===== src/rtl/data_memory_arbiter.sv =====
// Shares the single data-memory port between the MEM stage (fixed priority,
// combinational path) and the debug unit, whose read/write/dump commands run in idle slots.
//
// state | meaning
// IDLE  | waiting for a debug command
// ISSUE | debug access pending; it goes to memory in the first cycle with no CPU request
// OUT   | read/dump beat presented, waiting for i_dbg_ready
// ACK   | one-cycle completion pulse
module data_memory_arbiter #(
  parameter int ADDR_SIZE = 5,
  parameter int SLOT_SIZE = 32
) (
  input  logic                 i_clk,
  input  logic                 i_reset,
  input  logic                 i_cpu_req,
  input  logic                 i_cpu_wr_rd,
  input  logic [ADDR_SIZE-1:0] i_cpu_addr,
  input  logic [SLOT_SIZE-1:0] i_cpu_data,
  output logic [SLOT_SIZE-1:0] o_cpu_data,
  input  logic                 i_dbg_req,
  input  logic [1:0]           i_dbg_op,
  input  logic [ADDR_SIZE-1:0] i_dbg_addr,
  input  logic [SLOT_SIZE-1:0] i_dbg_data,
  output logic                 o_dbg_busy,
  output logic                 o_dbg_ack,
  output logic [SLOT_SIZE-1:0] o_dbg_data,
  output logic                 o_dbg_valid,
  input  logic                 i_dbg_ready,
  output logic                 o_dbg_last,
  output logic                 o_mem_wr_rd,
  output logic [ADDR_SIZE-1:0] o_mem_addr,
  output logic [SLOT_SIZE-1:0] o_mem_data,
  input  logic [SLOT_SIZE-1:0] i_mem_data
);

  typedef enum logic [1:0] {IDLE, ISSUE, OUT, ACK} state_t;

  localparam logic [1:0] OP_READ  = 2'b00;
  localparam logic [1:0] OP_WRITE = 2'b01;
  localparam logic [1:0] OP_DUMP  = 2'b10;
  localparam logic [1:0] OP_RSVD  = 2'b11;
  localparam logic [ADDR_SIZE-1:0] ADDR_LAST = '1;

  state_t               state_q, state_d;
  logic [1:0]           op_q, op_d;
  logic [ADDR_SIZE-1:0] addr_q, addr_d;
  logic [SLOT_SIZE-1:0] wdata_q, wdata_d;
  logic [SLOT_SIZE-1:0] rdata_q, rdata_d;
  logic                 valid_q, valid_d;
  logic                 last_q, last_d;

  always_ff @(posedge i_clk) begin
    if (!i_reset) begin
      state_q <= IDLE;
      op_q    <= '0;
      addr_q  <= '0;
      wdata_q <= '0;
      rdata_q <= '0;
      valid_q <= 1'b0;
      last_q  <= 1'b0;
    end else begin
      state_q <= state_d;
      op_q    <= op_d;
      addr_q  <= addr_d;
      wdata_q <= wdata_d;
      rdata_q <= rdata_d;
      valid_q <= valid_d;
      last_q  <= last_d;
    end
  end

  always_comb begin
    state_d = state_q;
    op_d    = op_q;
    addr_d  = addr_q;
    wdata_d = wdata_q;
    rdata_d = rdata_q;
    valid_d = valid_q;
    last_d  = last_q;
    case (state_q)
      IDLE: begin
        if (i_dbg_req) begin
          op_d    = i_dbg_op;
          wdata_d = i_dbg_data;
          addr_d  = (i_dbg_op == OP_DUMP) ? '0 : i_dbg_addr;
          state_d = (i_dbg_op == OP_RSVD) ? ACK : ISSUE;
        end
      end
      ISSUE: begin
        // memory updated on the negedge, so i_mem_data is valid at this posedge
        if (!i_cpu_req) begin
          if (op_q == OP_WRITE) begin
            state_d = ACK;
          end else begin
            rdata_d = i_mem_data;
            valid_d = 1'b1;
            last_d  = (op_q == OP_DUMP) && (addr_q == ADDR_LAST);
            state_d = OUT;
          end
        end
      end
      OUT: begin
        if (i_dbg_ready) begin
          valid_d = 1'b0;
          last_d  = 1'b0;
          if ((op_q == OP_DUMP) && (addr_q != ADDR_LAST)) begin
            addr_d  = addr_q + 1'b1;
            state_d = ISSUE;
          end else begin
            state_d = ACK;
          end
        end
      end
      ACK:     state_d = IDLE;
      default: state_d = IDLE;
    endcase
  end

  always_comb begin
    o_mem_wr_rd = 1'b0;
    o_mem_addr  = addr_q;
    o_mem_data  = wdata_q;
    if (i_cpu_req) begin
      o_mem_wr_rd = i_cpu_wr_rd;
      o_mem_addr  = i_cpu_addr;
      o_mem_data  = i_cpu_data;
    end else if (state_q == ISSUE) begin
      o_mem_wr_rd = (op_q == OP_WRITE);
    end
    if (!i_reset) o_mem_wr_rd = 1'b0;
  end

  assign o_cpu_data  = i_mem_data;
  assign o_dbg_busy  = (state_q != IDLE);
  assign o_dbg_ack   = (state_q == ACK);
  assign o_dbg_data  = rdata_q;
  assign o_dbg_valid = valid_q;
  assign o_dbg_last  = last_q;

  logic unused_read_op;
  assign unused_read_op = (OP_READ == 2'b00);

endmodule


===== config.mk =====
export PLATFORM = sky130hd
export DESIGN_NAME = data_memory_arbiter
export DESIGN_NICKNAME = d
export VERILOG_FILES = /design/src/rtl/data_memory_arbiter.sv
export SDC_FILE = /design/constraint.sdc
export NUM_CORES = 1
export LEC_CHECK = 0
export ABC_AREA = 0
export BUFFER_PORTS_ARGS = -buffer_cell sky130_fd_sc_hd__buf_2
export CAP_MARGIN = 20
export CELL_PAD_IN_SITES_DETAIL_PLACEMENT = 0
export CELL_PAD_IN_SITES_GLOBAL_PLACEMENT = 1
export CORE_MARGIN = 5
export CORE_UTILIZATION = 25
export DETAILED_ROUTE_END_ITERATION = 12
export HOLD_SLACK_MARGIN = 0.1
export PLACE_DENSITY_LB_ADDON = 0.1
export REMOVE_ABC_BUFFERS = 1
export SYNTH_ARGS = -nofsm -noshare
export SYNTH_HDL_FRONTEND = slang
export SYNTH_SLANG_ARGS = --single-unit
export TNS_END_PERCENT = 30

===== constraint.sdc =====
create_clock -name i_clk -period 3.1 [get_ports i_clk]
set_clock_uncertainty 0.15 [all_clocks]
set_input_delay 0.62 -clock i_clk [delete_from_list [all_inputs] [get_ports i_clk]]
set_output_delay 0.62 -clock i_clk [all_outputs]
set_load 0.01 [all_outputs]

# == After elaboration in Yosys (flattened, before gate mapping) ==
# Cells that the tools add are included.
# word_totals
regBits,75
in_bits,114
elab_cells,59
# classes
addsub,1
eq_ne,14
muxes,24
bitwise,2
reduce_logical,11
# ops
operator,count
2-to-1 mux 32 bit,1
2-to-1 mux 5 bit,5
"== test 2 bit, second input constant",5
2-to-1 mux 2 bit,5
"!= test 2 bit, second input constant",5
case mux 5 bit (2 select lines),1
2-to-1 mux 1 bit,9
case mux 2 bit (4 select lines),1
AND reduction 4 bit,2
AND reduction 3 bit,2
nonzero test 2 bit,3
"adder 5 x 1 -> 5 bit, second input constant",1
"== test 5 bit, second input constant",1
"!= test 5 bit, second input constant",1
"== test 2 x 1 -> 1 bit, second input constant",2
case mux 1 bit (2 select lines),2
logical AND 1 bit,2
zero test 2 bit,1
NOT 1 bit,2
AND reduction 2 bit,1

# == Logic depth before layout (Yosys ltp) ==
# depth
word_depth,5
mapped_depth,7
mapped_depth_nobuf,7

# == Worst setup path before layout ==
# OpenSTA, ideal clock, no wires.
# synth_path
path_kind,input-to-output
startpoint,in i_cpu_req
endpoint,out o_mem_data[10]
t_arrival_ps,1606
setup_slack_ps,724
cell_stages,3
path_buffers,2
cell_sequence,clkbuf_1 -> buf_1 -> mux2_2
# synth_via
elab_chain_len,1
# synth_lines
element,line,text
from (decl),15,"input logic i_cpu_req,"
2-to-1 mux 32 bit,123,if (i_cpu_req) begin
to (decl),32,"output logic [SLOT_SIZE-1:0] o_mem_data,"
# No other way between the ends.

# == Final worst setup path ==
# layout_path
startpoint,in i_cpu_req
endpoint,out o_mem_data[17]
# The elaborated chain is that of the path after synthesis.

==> impl_results.md <==
- Status: complete, no violations
- WHS Path Cells: 2
- Final nets: 724
- Final hold slack: 0.300 ns
- Met3 wire length: 1190 microns
- Synth Area in Compound Gates: 0.141
- DRT Pass-1 Iters: 4
- Simple-Gate Fraction of Synth Area: 0.193
- Worst reg-to-reg setup slack: 0.68 ns
- Post-CTS Setup Inserts: 0
- Initial Util: 0.253
- Core ar.: 13800 sq um
- Final Core Density: 0.351
- CP required: 2.33 ns
- Hold path start: o_dbg_data[23]
- DIE AREA: 16500 sq um
- PwrDens: 556 nW/um^2
- Ys flop type: dfxtp_1
- Final Cycle Share: 0.796
- Routed wire length on met2: 4690 microns
- Final cell count without fillers: 792
- Via count: 3404
- Seq/Total Area, Yosys: 0.429
- Adder-Cell Fraction of Synth Area: 0.00714
- Hold endpoint: o_dbg_data[23]
- Final GP Congestion: 0.757
- CTS tree: yes
- Post-route setup TNS: 0 ns
- Relative slew slack: 0.456
- Final slew viol count: 0
- Drt initial violations: 119
- Largest family of logic cells by synthesized area: simple AND/OR/NAND/NOR gates
- Clock Latency Late Sink: 0.33 ns
- Cell Area, Synth: 3500 sq um
- CTS clk-pin slew, worst paths: 0.06 ns
- Die width: 128 microns
- Layout cells sized above 1: 0.464
- Cts hold-fix bufs: 0
- Post-synth top area cell: dfxtp_1
- Cts bufs inserted: 9
- I/O pin cnt: 220
- Final setup vio count: 0
- Worst hold path type: flip-flop to flip-flop
- Pin count of the biggest net entering global routing: 73
- DP Cell Count: 777
- Fmax: 0.405 GHz
- Async SR Flop Fraction: 0
- Number of synthesis warnings: 0
- First-pass GRT wire length: 16800 microns
- FF-to-FF End: addr_q[2]
- DRT Wirelength: 11100 microns
- Post-synth EDFFs: 0
- Startpoint Class: primary input
- Period minus WS final: 2.47 ns
- RSZ-0062 raised after global routing: false
- Row count: 43
- Longest Clk Path Bufs: 2
- Vias per cell: 4.30
- Post-CTS resize count: 0
- M1 wire length: 5070 microns
- Routed Antenna Nets: 0
- Layout area overhead: 38.5%
- Top routing layer in use: met4
- Initial antenna violation count: 0
- Leakage: 0.00229 uW
- Seq cells post-synth: 75
- Antenna Cells: 0
- Syn_area_per_cell: 8.13 sq um
- Worst vdd rail ir drop: 0.344 mV
- DPL Wire Length: 8150 microns
- Gr ovfl total: 0
- Synth area leaders: dfxtp_1, nand2_1, mux2_2
- WS Path Type: primary input to output pin
- Critical Path AT: 1.70 ns
- Synthesized instance count: 431
- Max Cap Viol: 0
- Yosys top cell area share: 0.429
- Worst r2r src: addr_q[0]
- Drc violations: 0
- Htree depth: 3
- GRT Total Usage: 0.129
- Vias in the first global route: 3301
- XOR/XNOR share of the synthesized area: 0.00250
- Netlist cell types: 34
- WL per Instance: 14.0 microns
- # port buffers: 219
- CTS sink count: 75
- Final hold vios: 0
- CTS root buf: clkbuf_16
- Tot Pwr: 2700 uW
- CP endpoint kind: output pin
- Post-synthesis mux area share: 0.121
- Crit path max fanout: 30
- R2R depth: 7
- FILL cells: 1504
- Die Y: 128 microns
- Measured slew at the worst slew-check pin: 0.815 ns
==> worst max path at each step <==
stage / startpoint / to
floorplan: addr_q[0] / addr_q[2]
global placement: i_cpu_req / o_mem_data[5]
detailed placement: i_cpu_req / o_mem_data[26]
CTS: i_cpu_req / o_mem_data[17]
global route: state_q[0] / o_mem_wr_rd
finish: i_cpu_req / o_mem_data[17]
==> routing by layer <==
layer	up-vias	global-route usage
met5	-	0
met4	0	0.0356
met3	9	0.0581
met2	148	0.201
met1	1503	0.162
li1	1744	-
==> area by class of cell <==
cell class,instances,area (sq um),area share
Multi-Input combinational cell,292,1630,0.337
Tap cell,180,225,0.0464
Inverter,4,15.0,0.00309
Clock inverter,5,77.6,0.0160
Sequential cell,75,1500,0.309
Clock buffer,10,239,0.0492
Timing Repair Buffer,226,1160,0.239
==> cell usage in the layout (no fill, tap or decap), types with 3 or more instances in the layout <==
| master | count |
|---|---|
| o21ai_0 | 3 |
| dfxtp_1 | 75 |
| and2_1 | 3 |
| a211oi_1 | 3 |
| nand2_1 | 136 |
| a21oi_1 | 71 |
| nand2b_1 | 3 |
| mux2_2 | 36 |
| inv_1 | 3 |
| a22oi_1 | 4 |
| nor2_1 | 8 |
| buf_2 | 219 |
| clkbuf_16 | 9 |
| buf_4 | 6 |
| nand3_1 | 4 |
==> through the flow <==
step,worst slack [ns],area [sq um]
4_1_cts,0.618,4850
6_report,0.633,4850
5_1_grt,0.507,4850
3_5_place_dp,0.621,4540
3_3_place_gp,0.640,4540
2_1_floorplan,0.893,3140
==> synthesized netlist by cell type, types with 2 or more instances <==
library cell	instances
nor2b_1	2
clkbuf_1	16
a22oi_1	4
inv_1	3
and2_1	3
ha_1	2
nor2_1	8
a211oi_1	3
a21oi_1	71
buf_4	32
buf_2	11
nand3_1	4
nand2b_1	3
mux2i_1	2
mux2_2	36
dfxtp_1	75
or3_1	2
o21ai_0	3
nand2_1	136
==> logic make-up (layout without fill, tap and decap cells) <==
| family | Yosys count | after routing |
|---|---|---|
| AND/OR/NAND/NOR | 164 | 164 |
| AO/OA/AOI/OAI | 87 | 87 |
| flip-flops | 75 | 75 |
| buffers and inverters | 64 | 245 |
| multiplexers | 38 | 38 |
| adder cells (fa/ha/maj) | 2 | 2 |
| XOR/XNOR | 1 | 1 |
==> worst max-delay path, cell delays in order <==
cell    delay (ns)
buf_2         0.33
buf_12        0.24
mux2_2        0.35
buf_2         0.14
==> flip-flops by register name, summed over array words and instances, names as in the netlist <==
name and flops:
op_q 2, o_dbg_valid 1, o_dbg_data 32, addr_q 5, wdata_q 32, state_q 2, o_dbg_last 1
==> power by group <==
group	total [uW]	switching, uW	internal (uW)
Sequential	1080	47.6	1030
Clock	1130	411	719
Combinational	491	266	225
Total	2700	724	1970
(Power assumes the default switching activity.)
